==> src/rtl/pcpu.sv <==
// pcpu: 5-stage (IF/ID/EX/MEM/WB) 16-bit CPU, one instruction per cycle, full operand forwarding.
// Latency: 5 cycles fetch to writeback; taken jumps/branches resolve in MEM and squash the younger slots; enable=0 freezes all state.
module pcpu (
    input  logic        clock,
    input  logic        reset,
    input  logic        enable,
    input  logic        start,
    output logic [7:0]  i_addr,
    input  logic [15:0] i_datain,
    output logic [7:0]  d_addr,
    input  logic [15:0] d_datain,
    output logic [15:0] d_dataout,
    output logic        d_we,
    input  logic [3:0]  select_y,
    output logic [15:0] y
);
    localparam logic [4:0] OP_NOP  = 5'b00000, OP_HALT = 5'b00001, OP_LOAD = 5'b00010, OP_STORE = 5'b00011,
                           OP_SLL  = 5'b00100, OP_SRL  = 5'b00101, OP_SLA  = 5'b00110, OP_SRA   = 5'b00111,
                           OP_ADD  = 5'b01000, OP_ADDI = 5'b01001, OP_SUB  = 5'b01010, OP_SUBI  = 5'b01011,
                           OP_CMP  = 5'b01100, OP_AND  = 5'b01101, OP_OR   = 5'b01110, OP_XOR   = 5'b01111,
                           OP_LDIH = 5'b10000, OP_ADDC = 5'b10001, OP_SUBC = 5'b10100,
                           OP_JUMP = 5'b11000, OP_JMPR = 5'b11001, OP_BZ   = 5'b11010, OP_BNZ   = 5'b11011,
                           OP_BN   = 5'b11100, OP_BNN  = 5'b11101, OP_BC   = 5'b11110, OP_BNC   = 5'b11111;

    typedef enum logic {IDLE, EXEC} state_t;

    state_t      state_q;
    logic [7:0]  pc_q;
    logic [15:0] id_ir_q, reg_A_q, reg_B_q, reg_C_q, reg_C1_q, sd_ex_q, sd_mem_q;
    logic [7:0]  ex_ctl_q, mem_ctl_q, wb_ctl_q;  // {op, r1} of the later stages
    logic [15:0] gr_q [8];
    logic        zf_q, nf_q, cf_q;

    logic [4:0]  id_op, ex_op, mem_op, wb_op;
    logic [2:0]  id_r1, id_r2, id_r3, ex_r1, mem_r1, wb_r1;
    logic [7:0]  id_imm;
    logic [3:0]  id_val3;
    logic [16:0] sum;
    logic [15:0] alu_res, op_a_d, op_b_d, sd_d;
    logic        upd_arith, upd_logic, taken, halting;

    assign id_op   = id_ir_q[15:11];
    assign id_r1   = id_ir_q[10:8];
    assign id_r2   = id_ir_q[6:4];
    assign id_r3   = id_ir_q[2:0];
    assign id_imm  = id_ir_q[7:0];
    assign id_val3 = id_ir_q[3:0];
    assign {ex_op, ex_r1}   = ex_ctl_q;
    assign {mem_op, mem_r1} = mem_ctl_q;
    assign {wb_op, wb_r1}   = wb_ctl_q;

    function automatic logic writes_reg(input logic [4:0] op);
        case (op)
            OP_LOAD, OP_SLL, OP_SRL, OP_SLA, OP_SRA, OP_ADD, OP_ADDI, OP_SUB, OP_SUBI,
            OP_AND, OP_OR, OP_XOR, OP_LDIH, OP_ADDC, OP_SUBC: return 1'b1;
            default: return 1'b0;
        endcase
    endfunction

    // A load still in EX only has its address, hence the one-NOP load-use rule.
    function automatic logic [15:0] fwd(input logic [2:0] r);
        if (writes_reg(ex_op) && ex_op != OP_LOAD && ex_r1 == r) return alu_res;
        else if (writes_reg(mem_op) && mem_r1 == r) return (mem_op == OP_LOAD) ? d_datain : reg_C_q;
        else if (writes_reg(wb_op) && wb_r1 == r) return reg_C1_q;
        else return gr_q[r];
    endfunction

    always_comb begin
        op_a_d = '0;
        op_b_d = '0;
        sd_d   = '0;
        case (id_op)
            OP_ADDI, OP_SUBI: begin op_a_d = fwd(id_r1); op_b_d = {8'h00, id_imm}; end
            OP_LDIH:          begin op_a_d = fwd(id_r1); op_b_d = {id_imm, 8'h00}; end
            OP_SLL, OP_SRL, OP_SLA, OP_SRA, OP_LOAD:
                              begin op_a_d = fwd(id_r2); op_b_d = {12'h000, id_val3}; end
            OP_STORE:         begin op_a_d = fwd(id_r2); op_b_d = {12'h000, id_val3}; sd_d = fwd(id_r1); end
            OP_JUMP:          op_b_d = {8'h00, id_imm};
            OP_JMPR, OP_BZ, OP_BNZ, OP_BN, OP_BNN, OP_BC, OP_BNC:
                              begin op_a_d = fwd(id_r1); op_b_d = {8'h00, id_imm}; end
            OP_ADD, OP_SUB, OP_ADDC, OP_SUBC, OP_CMP, OP_AND, OP_OR, OP_XOR:
                              begin op_a_d = fwd(id_r2); op_b_d = fwd(id_r3); end
            default: ;
        endcase
    end

    always_comb begin
        upd_arith = 1'b0;
        upd_logic = 1'b0;
        case (ex_op)
            OP_ADD, OP_ADDI: begin sum = {1'b0, reg_A_q} + {1'b0, reg_B_q}; upd_arith = 1'b1; end
            OP_ADDC: begin sum = {1'b0, reg_A_q} + {1'b0, reg_B_q} + {16'h0000, cf_q}; upd_arith = 1'b1; end
            OP_SUB, OP_SUBI, OP_CMP: begin sum = {1'b0, reg_A_q} - {1'b0, reg_B_q}; upd_arith = 1'b1; end
            OP_SUBC: begin sum = {1'b0, reg_A_q} - {1'b0, reg_B_q} - {16'h0000, cf_q}; upd_arith = 1'b1; end
            OP_AND: begin sum = {1'b0, reg_A_q & reg_B_q}; upd_logic = 1'b1; end
            OP_OR:  begin sum = {1'b0, reg_A_q | reg_B_q}; upd_logic = 1'b1; end
            OP_XOR: begin sum = {1'b0, reg_A_q ^ reg_B_q}; upd_logic = 1'b1; end
            OP_SLL, OP_SLA: begin sum = {1'b0, reg_A_q << reg_B_q[3:0]}; upd_logic = 1'b1; end
            OP_SRL: begin sum = {1'b0, reg_A_q >> reg_B_q[3:0]}; upd_logic = 1'b1; end
            OP_SRA: begin sum = {1'b0, 16'($signed(reg_A_q) >>> reg_B_q[3:0])}; upd_logic = 1'b1; end
            default: sum = {1'b0, reg_A_q} + {1'b0, reg_B_q};  // LDIH, addresses, jump targets
        endcase
        alu_res = sum[15:0];
    end

    always_comb begin
        case (mem_op)
            OP_JUMP, OP_JMPR: taken = 1'b1;
            OP_BZ:  taken = zf_q;
            OP_BNZ: taken = ~zf_q;
            OP_BN:  taken = nf_q;
            OP_BNN: taken = ~nf_q;
            OP_BC:  taken = cf_q;
            OP_BNC: taken = ~cf_q;
            default: taken = 1'b0;
        endcase
    end

    assign halting   = (state_q == EXEC) && (ex_op == OP_HALT) && !taken;
    assign i_addr    = pc_q;
    assign d_addr    = reg_C_q[7:0];
    assign d_dataout = sd_mem_q;
    assign d_we      = enable && (mem_op == OP_STORE);

    always_ff @(posedge clock or negedge reset) begin
        if (!reset) begin
            state_q <= IDLE;
            pc_q <= '0;      id_ir_q <= '0;   ex_ctl_q <= '0;  mem_ctl_q <= '0; wb_ctl_q <= '0;
            reg_A_q <= '0;   reg_B_q <= '0;   reg_C_q <= '0;   reg_C1_q <= '0;
            sd_ex_q <= '0;   sd_mem_q <= '0;  zf_q <= 1'b0;    nf_q <= 1'b0;    cf_q <= 1'b0;
            for (int i = 0; i < 8; i++) gr_q[i] <= '0;
        end else if (enable) begin
            if (writes_reg(wb_op)) gr_q[wb_r1] <= reg_C1_q;
            reg_C1_q  <= (mem_op == OP_LOAD) ? d_datain : reg_C_q;
            wb_ctl_q  <= mem_ctl_q;
            reg_C_q   <= alu_res;
            sd_mem_q  <= sd_ex_q;
            mem_ctl_q <= taken ? {OP_NOP, 3'd0} : ex_ctl_q;
            if (!taken && (upd_arith || upd_logic)) begin
                zf_q <= (alu_res == 16'h0000);
                nf_q <= alu_res[15];
                cf_q <= upd_arith ? sum[16] : 1'b0;
            end
            reg_A_q  <= op_a_d;
            reg_B_q  <= op_b_d;
            sd_ex_q  <= sd_d;
            ex_ctl_q <= (taken || halting) ? {OP_NOP, 3'd0} : {id_op, id_r1};
            if (taken) begin
                pc_q    <= reg_C_q[7:0];
                id_ir_q <= '0;
            end else if (state_q == EXEC && !halting) begin
                pc_q    <= pc_q + 8'd1;
                id_ir_q <= i_datain;
            end else begin
                id_ir_q <= '0;
            end
            case (state_q)
                IDLE: if (start) state_q <= EXEC;
                EXEC: if (halting) state_q <= IDLE;
                default: state_q <= IDLE;
            endcase
        end
    end

    always_comb begin
        case (select_y)
            4'h8: y = {8'h00, pc_q};
            4'h9: y = id_ir_q;
            4'hA: y = reg_A_q;
            4'hB: y = reg_B_q;
            4'hC: y = reg_C_q;
            4'hD: y = reg_C1_q;
            4'hE: y = {13'h0000, zf_q, nf_q, cf_q};
            4'hF: y = 16'h0000;
            default: y = gr_q[select_y[2:0]];
        endcase
    end
endmodule

==> config.mk <==
export PLATFORM = sky130hd
export DESIGN_NAME = pcpu
export DESIGN_NICKNAME = d
export VERILOG_FILES = /design/src/rtl/pcpu.sv
export SDC_FILE = /design/constraint.sdc
export NUM_CORES = 1
export LEC_CHECK = 0
export ABC_AREA = 1
export CAP_MARGIN = 0
export CELL_PAD_IN_SITES_DETAIL_PLACEMENT = 0
export CELL_PAD_IN_SITES_GLOBAL_PLACEMENT = 1
export CORE_MARGIN = 4
export CORE_UTILIZATION = 41
export DETAILED_ROUTE_END_ITERATION = 16
export GPL_TIMING_DRIVEN = 1
export MAX_ROUTING_LAYER = met4
export PLACE_DENSITY = 0.85
export SLEW_MARGIN = 10
export SYNTH_ARGS = -nofsm -noshare
export SYNTH_HDL_FRONTEND = slang
export SYNTH_SLANG_ARGS = --single-unit
==> constraint.sdc <==
create_clock -name clock -period 3.2 [get_ports clock]
set_input_delay 0.32 -clock clock [delete_from_list [all_inputs] [get_ports clock]]
set_output_delay 0.32 -clock clock [all_outputs]
set_load 0.1 [all_outputs]
Word level (Yosys, flattened, before mapping):

Memories as Yosys holds them, arrays and structs flattened.
Cells that the tools add are included.

* register bits after elaboration: 276
* memory bits (read-only): 800
* input port bits: 40
* output and inout bits: 49
* logic and storage cells: 307
* memories: 25

Memory list
* (no name shown): words 32, bits a word 1, read ports 1, clocked after Yosys merged registers in 0, wr ports 0, RTL line 53 `case (op)`
* (no name shown): words 32, bits a word 1, read ports 1, clocked after Yosys merged registers in 0, wr ports 0, RTL line 53
* (no name shown): words 32, bits a word 1, read ports 1, clocked after Yosys merged registers in 0, wr ports 0, RTL line 53
* (no name shown): words 32, bits a word 1, read ports 1, clocked after Yosys merged registers in 0, wr ports 0, RTL line 53
* (no name shown): words 32, bits a word 1, read ports 1, clocked after Yosys merged registers in 0, wr ports 0, RTL line 53
* (no name shown): words 32, bits a word 1, read ports 1, clocked after Yosys merged registers in 0, wr ports 0, RTL line 53
* +19 memories

* add/subtract/negate cells: 5
* $lt $le $gt $ge: 6
* equality and inequality tests: 68
* shifts and indexed selects: 3
* mux-type cells: 107
* bitwise gates (word level): 12
* reduce and logical (&&, ||, !) cells: 58

Operator list (count)
* $mux W16: 37
* $bmux W16 S3: 4
* $pmux W17 S9: 1
* $bwmux W128: 1
* $pmux W16 S8: 1
* $eq A5 B5 Y1 const B: 21
* $pmux W16 S6: 1
* $eq A5 B4 Y1 const B: 16
* $pmux W16 S4: 1
* $mux W1: 54
* $demux W16 S3: 1
* $eq A5 B3 Y1 const B: 8
* $logic_and A1 B1 Y1: 38
* $eq A4 B4 Y1 const B: 8
* $mux W8: 4
* $eq A3 B3 Y1: 9
* $reduce_or A7 Y1: 3
* $eq A5 B2 Y1 const B: 4
* $ge A4 B4 Y1 const B: 5
* $not A3 Y4: 5
* $add A16 B16 Y17: 1
* $add A17 B1 Y17: 1
* $sub A16 B16 Y17: 1
* $sub A17 B1 Y17: 1
* 24 further kinds: 33

Depth between registers and ports, before layout:

Gate-level depths: netlist of the first run.

* word-level depth: 16
* depth in mapped cells: 27
* depth with buffers taken out: 25

Least setup slack after synthesis of the first run:

No wires, ideal clock.

* kind: input port to output port
* from: input select_y[0]
* to: output y[0]
* data arrival time: 3.458 ns
* data required time: 2.880 ns
* setup slack: -0.578 ns
* stages: 6
* buffers on the path: 1
* path through: nor2_1 inv_1 clkbuf_1 o2111ai_1 o21ai_0 o21ai_0

* cells in the longest elaborated chain, start to end: 5
* elaborated cells between the ends (all ways): 13
* classes of those cells: eq/ne (8); mux (4); bitwise (1)

RTL lines
* from (decl): RTL line 14 `input logic [3:0] select_y,`
* $not A3 Y4 (not written as such): RTL line 175 `default: y = gr_q[select_y[2:0]];`
* $bmux W16 S3: RTL line 175
* $mux W16 (not written as such) (2 in series): RTL line 175
* $pmux W16 S8 *: RTL line 166 `case (select_y)`
* to (decl): RTL line 15 `output logic [15:0] y`

Mark *: on every way between the ends. The rest lies on a longest branch, timed or not. The select of a mux whose other input is x is not followed.

Final worst setup path of the first run:

* from: register id_ir_q[6]
* to: output y[6]

* cells in the longest elaborated chain, start to end: 1

RTL lines
* from (decl): RTL line 29 `logic [15:0] id_ir_q, reg_A_q, reg_B_q, reg_C_q, reg_C1_q, sd_ex_q, sd_mem_q;`
* from (signal assigned): RTL line 153 `id_ir_q <= i_datain;`
* $pmux W16 S8: RTL line 166

Every way passes these cells.

==> run metrics, run 1 <==
outcome complete, but fails checks; failing checks setup timing; register area share after synthesis a little under a third; fin cells 4,535; most common cell after layout, fill and taps aside nand2_1; Synth async-reset ratio 100.0%; die area 0.05905 mm^2; CTS H-tree lvls 2; CP Launch Type register; EDFF count, synth 0; crit path capture type output port; Routed Antenna Nets 0; Setup WS post-layout -0.06438 ns; Least-Margin Pin Slew 0.9901 ns; I/O Buffers between 80 and 90; WP data required 2.88 ns; Crit Path Category reg2out; total CTS buffers 35; crit-path cells inv_1 -> o22ai_1 -> buf_4 -> nor3_1 -> o21ai_1 -> buf_12; uppermost layer routed met4; Sink Count between 200 and 300; worst-path fanout max 12; met1 WL 42.70 mm; vias 27,040; Initial Utilization 41.75%; Die Wd 243.0 um; Post-route DRC 0; vias in the first global route 24,730; Syn Nets around 3,600; clock latency on the worst-skew pair 0.59 ns; final setup fails 1; routed len/inst 23.38 um; largest buffer count on any clock path 3; Initial DRC Count between 3,000 and 4,000; RSZ-0062 raised after global routing yes; reg-to-reg startpoint reg_A_q[0]$_DFFE_PN0P_; Synth Warn # 0; P_leak about 13 nW; placed cell area 0.02668 mm^2; hold_ws 0.1573 ns; Placer Congestion 1.098; core box area 0.05424 mm^2; hold path cells 2; crit-path max cell delay 0.51 ns; first-pass GRT wire length 157.7 mm; cell area after layout 0.02852 mm^2; routed wire length roughly 110 mm; HP Start enable; Post-Syn Instances 3,536; initial antenna violation count 1; Final min period 3.264 ns; CTS tree done; pin count of the biggest net entering global routing 103; dpl cells 4,464; Top Ports 89; via/cell ratio 5.963; synth unique cells 60; WL met2 46.51 mm; Slew Limit Fails 0; CTS root buf clkbuf_16; top_reg_cell synth dfrtp_1; pwr dens approximately 1200 mW/mm^2; worst path arrival time roughly 2.9 ns; clk slew on worst S/H paths 0.07 ns; Avg Cell Area, Syn 6.404 um^2; reg2reg setup slack around 0.030 ns; Worst R2R Path Depth 22; Die Span Y 243.0 um; cell at the slowest stage of the critical path inv_1; max-cap viol count 0; grt ovf 0; RR Endpoint zf_q$_DFFE_PN0P_; share of cells above drive strength 1 approximately 17%; Hold Fails Final Rpt 0; Final Power 0.03322 W; final worst path period share 102.0%; metal3 WL ~10 mm; fmax 306.3 MHz; Nets 3,909; layout overhead on the synthesized area 25.98%; gr usage total ~35%; Rows 85; most frequent cells in the layout nand2_1, o21ai_0, buf_4; final core occ 52.59%; Worst Hold End ex_ctl_q[0]$_DFFE_PN0P_; Synth Cell Area between 0.02 and 0.025 mm^2; maximum vdd drop ~0.00052 V; drt first pass iters 6; Yosys reg bits 276; Tightest Hold Check Type in2reg; Slew HR between 30% and 40%; Setup Skew 0.05083 ns; Detail Placement HPWL 79.38 mm
-- layer usage --
metal	global-route usage, %	vias up
met2	53.59	1526
met3	5.584	305
met1	46.13	12670
li1	-	12540
met4	18.27	0
met5	-	-
-- per-stage QoR --
stage	worst slack [ns]	TNS (ns)
final	-0.06438	-0.06438
after global placement	-0.3242	-3.447
after detailed placement	-0.3330	-3.008
after CTS	-0.02744	-0.03363
after global routing	-0.09334	-0.5789
after floorplan	0.1106	0
-- synth_stat cells (8+ instances only) --
| cell type | count | share of area [%] |
|---|---|---|
| nor3_1 | 32 | 0.71 |
| dfrtp_1 | 276 | 31 |
| nand2_2 | 9 | 0.25 |
| o21ai_0 | 492 | 11 |
| nand2_1 | 1013 | 17 |
| o22ai_1 | 75 | 2.1 |
| ha_1 | 54 | 3.0 |
| nor2_1 | 167 | 2.8 |
| xor2_1 | 25 | 0.97 |
| o32ai_1 | 8 | 0.31 |
| a32oi_1 | 36 | 1.4 |
| a211oi_1 | 16 | 0.53 |
| inv_1 | 312 | 5.2 |
| a22oi_1 | 32 | 1.1 |
| clkinv_1 | 13 | 0.22 |
| buf_2 | 27 | 0.60 |
| a31oi_1 | 11 | 0.30 |
| o2111ai_1 | 16 | 0.62 |
| inv_2 | 10 | 0.17 |
| nand4_1 | 44 | 1.2 |
| xnor2_1 | 10 | 0.39 |
| o211ai_1 | 48 | 1.6 |
| buf_4 | 10 | 0.33 |
| a21oi_1 | 277 | 6.1 |
| nand3_1 | 239 | 5.3 |
| buf_1 | 14 | 0.23 |
| clkbuf_1 | 174 | 2.9 |
-- cell type report --
class / count / area (um^2)
fill: 5483 / 25710
multi-input combinational: 2698 / 14110
sequential: 276 / 6915
timing repair buffer: 467 / 4165
inverter: 335 / 1259
clock buffer: 43 / 945.9
tap: 696 / 870.8
clock inverter: 19 / 257.7
antenna: 1 / 2.502
-- cell families after synthesis --
group	Yosys count	synth area share, %
DFF	276	30.50
AOI/OAI and AO/OA	1056	26.47
xor gates and xnor gates	37	1.497
and+or+nand+nor	1540	28.25
buffers and inverters	562	9.698
adders and majority gates	56	3.161
muxes	9	0.4144
-- sequential cells by signal, summed over array words and instances, names as in the netlist, 8 cells and up --
| register | cells |
|---|---|
| reg_B_q | 16 |
| d_dataout | 16 |
| reg_A_q | 16 |
| id_ir_q | 16 |
| wb_ctl_q | 8 |
| mem_ctl_q | 8 |
| sd_ex_q | 16 |
| ex_ctl_q | 8 |
| i_addr | 8 |
| gr_q | 128 |
| reg_C1_q | 16 |
| reg_C_q | 16 |
-- where the power goes --
part / leakage, nW / switching [W] / internal (W) / total (W)
registers: 3.64 / 0.00143 / 0.00469 / 0.00612
logic: 8.90 / 0.0147 / 0.00823 / 0.0229
clock network: 0.569 / 0.00171 / 0.00246 / 0.00417
total: 13.1 / 0.0178 / 0.0154 / 0.0332
-- how the worst max path moves through the flow --
stage / startpoint / endpoint / slack, ns / cells after the start
finish: id_ir_q[6]$_DFFE_PN0P_ / y[6] / -0.06 / 6
global route: reg_A_q[0]$_DFFE_PN0P_ / zf_q$_DFFE_PN0P_ / -0.09 / 21
CTS: reg_B_q[2]$_DFFE_PN0P_ / reg_B_q[7]$_DFFE_PN0P_ / -0.03 / 22
detailed placement: reg_B_q[2]$_DFFE_PN0P_ / reg_A_q[5]$_DFFE_PN0P_ / -0.33 / 19
global placement: reg_B_q[2]$_DFFE_PN0P_ / reg_A_q[5]$_DFFE_PN0P_ / -0.32 / 19
floorplan: reg_B_q[1]$_DFFE_PN0P_ / zf_q$_DFFE_PN0P_ / 0.11 / 22
-- what timing repair did --
item,in CTS,in global routing
hold endpoints to repair,70,0
cloned,0,0
setup endpoints to repair,33,56
pin swaps,1,32
buffers inserted,0,7
gates resized for setup,35,130
hold buffers,1,0
-- worst max-delay path: cells and delay by family, from the launching register on --
kind            cells  cell delay (ns)
compound gates      2             0.49
buf+inv             3             0.95
flops               1             0.48
simple gates        1             0.42
Note: power is estimated with default switching activity, not from simulation.
==> run 2, diff against run 1 <==
CTS_CLUSTER_DIAMETER = 80   (was default)
==> run 2 against run 1 <==
The flow still finishes with violations (setup timing). Global-route usage barely moved. Cell count about the same. Sequential power about the same. Via count up 0.28%. Routed wire length hardly changed. Flip-flop and latch count is the same. Total power is 0.17% lower. Design area about the same. Setup slack lost 0.011 ns. Non-clock buffer count rose by 2. Clock-buffer cell count stayed put. Largest power group unchanged.
==> run metrics, run 2 (synthesis results as in run 1) <==
Largest Register gr_q (unchanged); Die Wd 243.0 um (unchanged); total CTS buffers 35 (unchanged); met1 WL 42.38 mm (was 42.70 mm); die area 0.05905 mm^2 (unchanged); fillers 5,498 (was 5,483); grt ovf 0 (unchanged); final worst path period share 102.4% (was 102.0%); pwr dens 1163 mW/mm^2 (was 1165 mW/mm^2); initial antenna violation count 1 (unchanged); share of cells above drive strength 1 16.56% (was 16.73%); most common cell after layout, fill and taps aside nand2_1 (unchanged); maximum vdd drop 0.0005169 V (was 0.0005207 V); Final min period 3.275 ns (was 3.264 ns); CTS H-tree lvls 2 (unchanged); metal3 WL 10.22 mm (was 9.905 mm); Top Ports 89 (unchanged); Slew HR 33.68% (was 33.79%); dpl cells 4,464 (unchanged); Least-Margin Pin Slew 0.9916 ns (was 0.9901 ns); RSZ-0062 raised after global routing yes (unchanged); first-pass GRT wire length 157.5 mm (was 157.7 mm); core box area 0.05424 mm^2 (unchanged); Crit. Startpoint id_ir_q[6]$_DFFE_PN0P_ (unchanged); gr usage total 35.44% (was 35.47%); outcome complete, but fails checks (unchanged); P_leak 13.13 nW (was 13.10 nW); Tightest Hold Check Type in2reg (unchanged); cell area after layout 0.02851 mm^2 (was 0.02852 mm^2); reg2reg setup slack 0.03 ns (about the same); max-cap viol count 0 (unchanged); Sink Count 276 (unchanged); reg-to-reg startpoint reg_B_q[0]$_DFFE_PN0P_ (was reg_A_q[0]$_DFFE_PN0P_); largest buffer count on any clock path 3 (unchanged); setup TNS -0.07534 ns (was -0.06438 ns); Initial Utilization 41.75% (unchanged); routed len/inst 23.36 um (was 23.38 um); Hold Fails Final Rpt 0 (unchanged); pin count of the biggest net entering global routing 103 (unchanged); uppermost layer routed met4 (unchanged); Detail Placement HPWL 79.38 mm (unchanged); Initial DRC Count 3,442 (was 3,516); crit path capture type output port (unchanged); RR Endpoint reg_A_q[4]$_DFFE_PN0P_ (was zf_q$_DFFE_PN0P_); CTS root buf clkbuf_16 (unchanged); WP data required 2.88 ns (about the same); register area 0.006913 mm^2 (was 0.006915 mm^2); placed cell area 0.02668 mm^2 (unchanged); WL met2 46.47 mm (was 46.51 mm); final setup fails 1 (unchanged); worst-path fanout max 12 (unchanged); Post-route DRC 0 (unchanged); Slew Limit Fails 0 (unchanged); layout overhead on the synthesized area 25.90% (was 25.98%); drt first pass iters 6 (unchanged); Die Span Y 243.0 um (unchanged); Nets 3,911 (was 3,909); vias 27,120 (was 27,040); clock latency on the worst-skew pair 0.58 ns (was 0.59 ns); fin cells 4,537 (was 4,535); CP Launch Type register (unchanged); vias in the first global route 24,780 (was 24,730); worst path arrival time 2.96 ns (was 2.94 ns); via/cell ratio 5.977 (was 5.963); Worst R2R Path Depth 15 (was 22); Setup WS post-layout -0.07534 ns (was -0.06438 ns); Routed Antenna Nets 0 (unchanged); Rows 85 (unchanged); Final Power 0.03316 W (was 0.03322 W); most frequent cells in the layout nand2_1, o21ai_0, buf_4 (unchanged); final core occ 52.56% (was 52.59%); CTS tree done (unchanged); fmax 305.3 MHz (was 306.3 MHz); clk slew on worst S/H paths 0.06 ns (was 0.07 ns); max reg flops 128 (unchanged); routed wire length 106.0 mm (about the same); Worst Setup EP y[6] (unchanged); failing checks setup timing (unchanged); Setup Skew 0.04490 ns (was 0.05083 ns); footprint of the multi-input gates 0.01405 mm^2 (was 0.01411 mm^2); Crit Path Category reg2out (unchanged); Placer Congestion 1.098 (unchanged); I/O Buffers 88 (unchanged)
-- run 2: cell type report --
type / count / share of cell area, %
Timing Repair Buffer: 469 / 14.68
Clock buffer: 43 / 3.318
Tap cell: 696 / 3.055
Sequential cell: 276 / 24.25
Inverter: 335 / 4.415
Antenna cell: 1 / 0.008778
Clock inverter: 19 / 0.9875
Multi-Input combinational cell: 2698 / 49.29
-- run 2: worst max-delay path, cell delays in order (launching register included) --
cell	delay [ns]
dfrtp_1	0.47
inv_1	0.50
o22ai_1	0.19
buf_4	0.19
nor3_1	0.45
o21ai_1	0.31
buf_12	0.25
-- run 2: what timing repair did --
action / CTS / global route
buffers inserted: 2 / 7
hold endpoints to repair: 70 / 0
pin swaps: 8 / 22
endpoints found under the setup margin: 33 / 56
resized for setup: 42 / 111
hold buffers: 1 / 0
-- run 2: how the worst min path moves through the flow --
stage	depth (start not counted)	start	slack, ns	to
final	2	enable	0.17	ex_ctl_q[0]$_DFFE_PN0P_
after floorplan	0	reset	0.02	cf_q$_DFFE_PN0P_
after global placement	1	reset	0.37	gr_q[90]$_DFFE_PN0P_
after CTS	2	enable	0.14	ex_ctl_q[2]$_DFFE_PN0P_
after global routing	2	enable	0.18	ex_ctl_q[0]$_DFFE_PN0P_
after detailed placement	1	reset	0.37	gr_q[26]$_DFFE_PN0P_
-- run 2: power breakdown --
part | internal [W] | switching (W) | leakage [nW]
Sequential | 0.00469 | 0.00142 | 3.64
Clock | 0.00254 | 0.00170 | 0.587
Combinational | 0.00819 | 0.0146 | 8.91
-- run 2: per-stage QoR --
stage / hold WS (ns) / worst slack (ns)
floorplan: 0.02441 / 0.1106
global placement: 0.3731 / -0.3242
detailed placement: 0.3684 / -0.3330
CTS: 0.1431 / -0.01022
global route: 0.1822 / -0.1106
finish: 0.1679 / -0.07534
-- run 2: per-layer routing --
layer	GRT usage (%)	vias to the layer above
li1	-	12540
met1	46.13	12660
met2	53.38	1592
met3	5.651	318
met4	18.38	0
met5	-	-
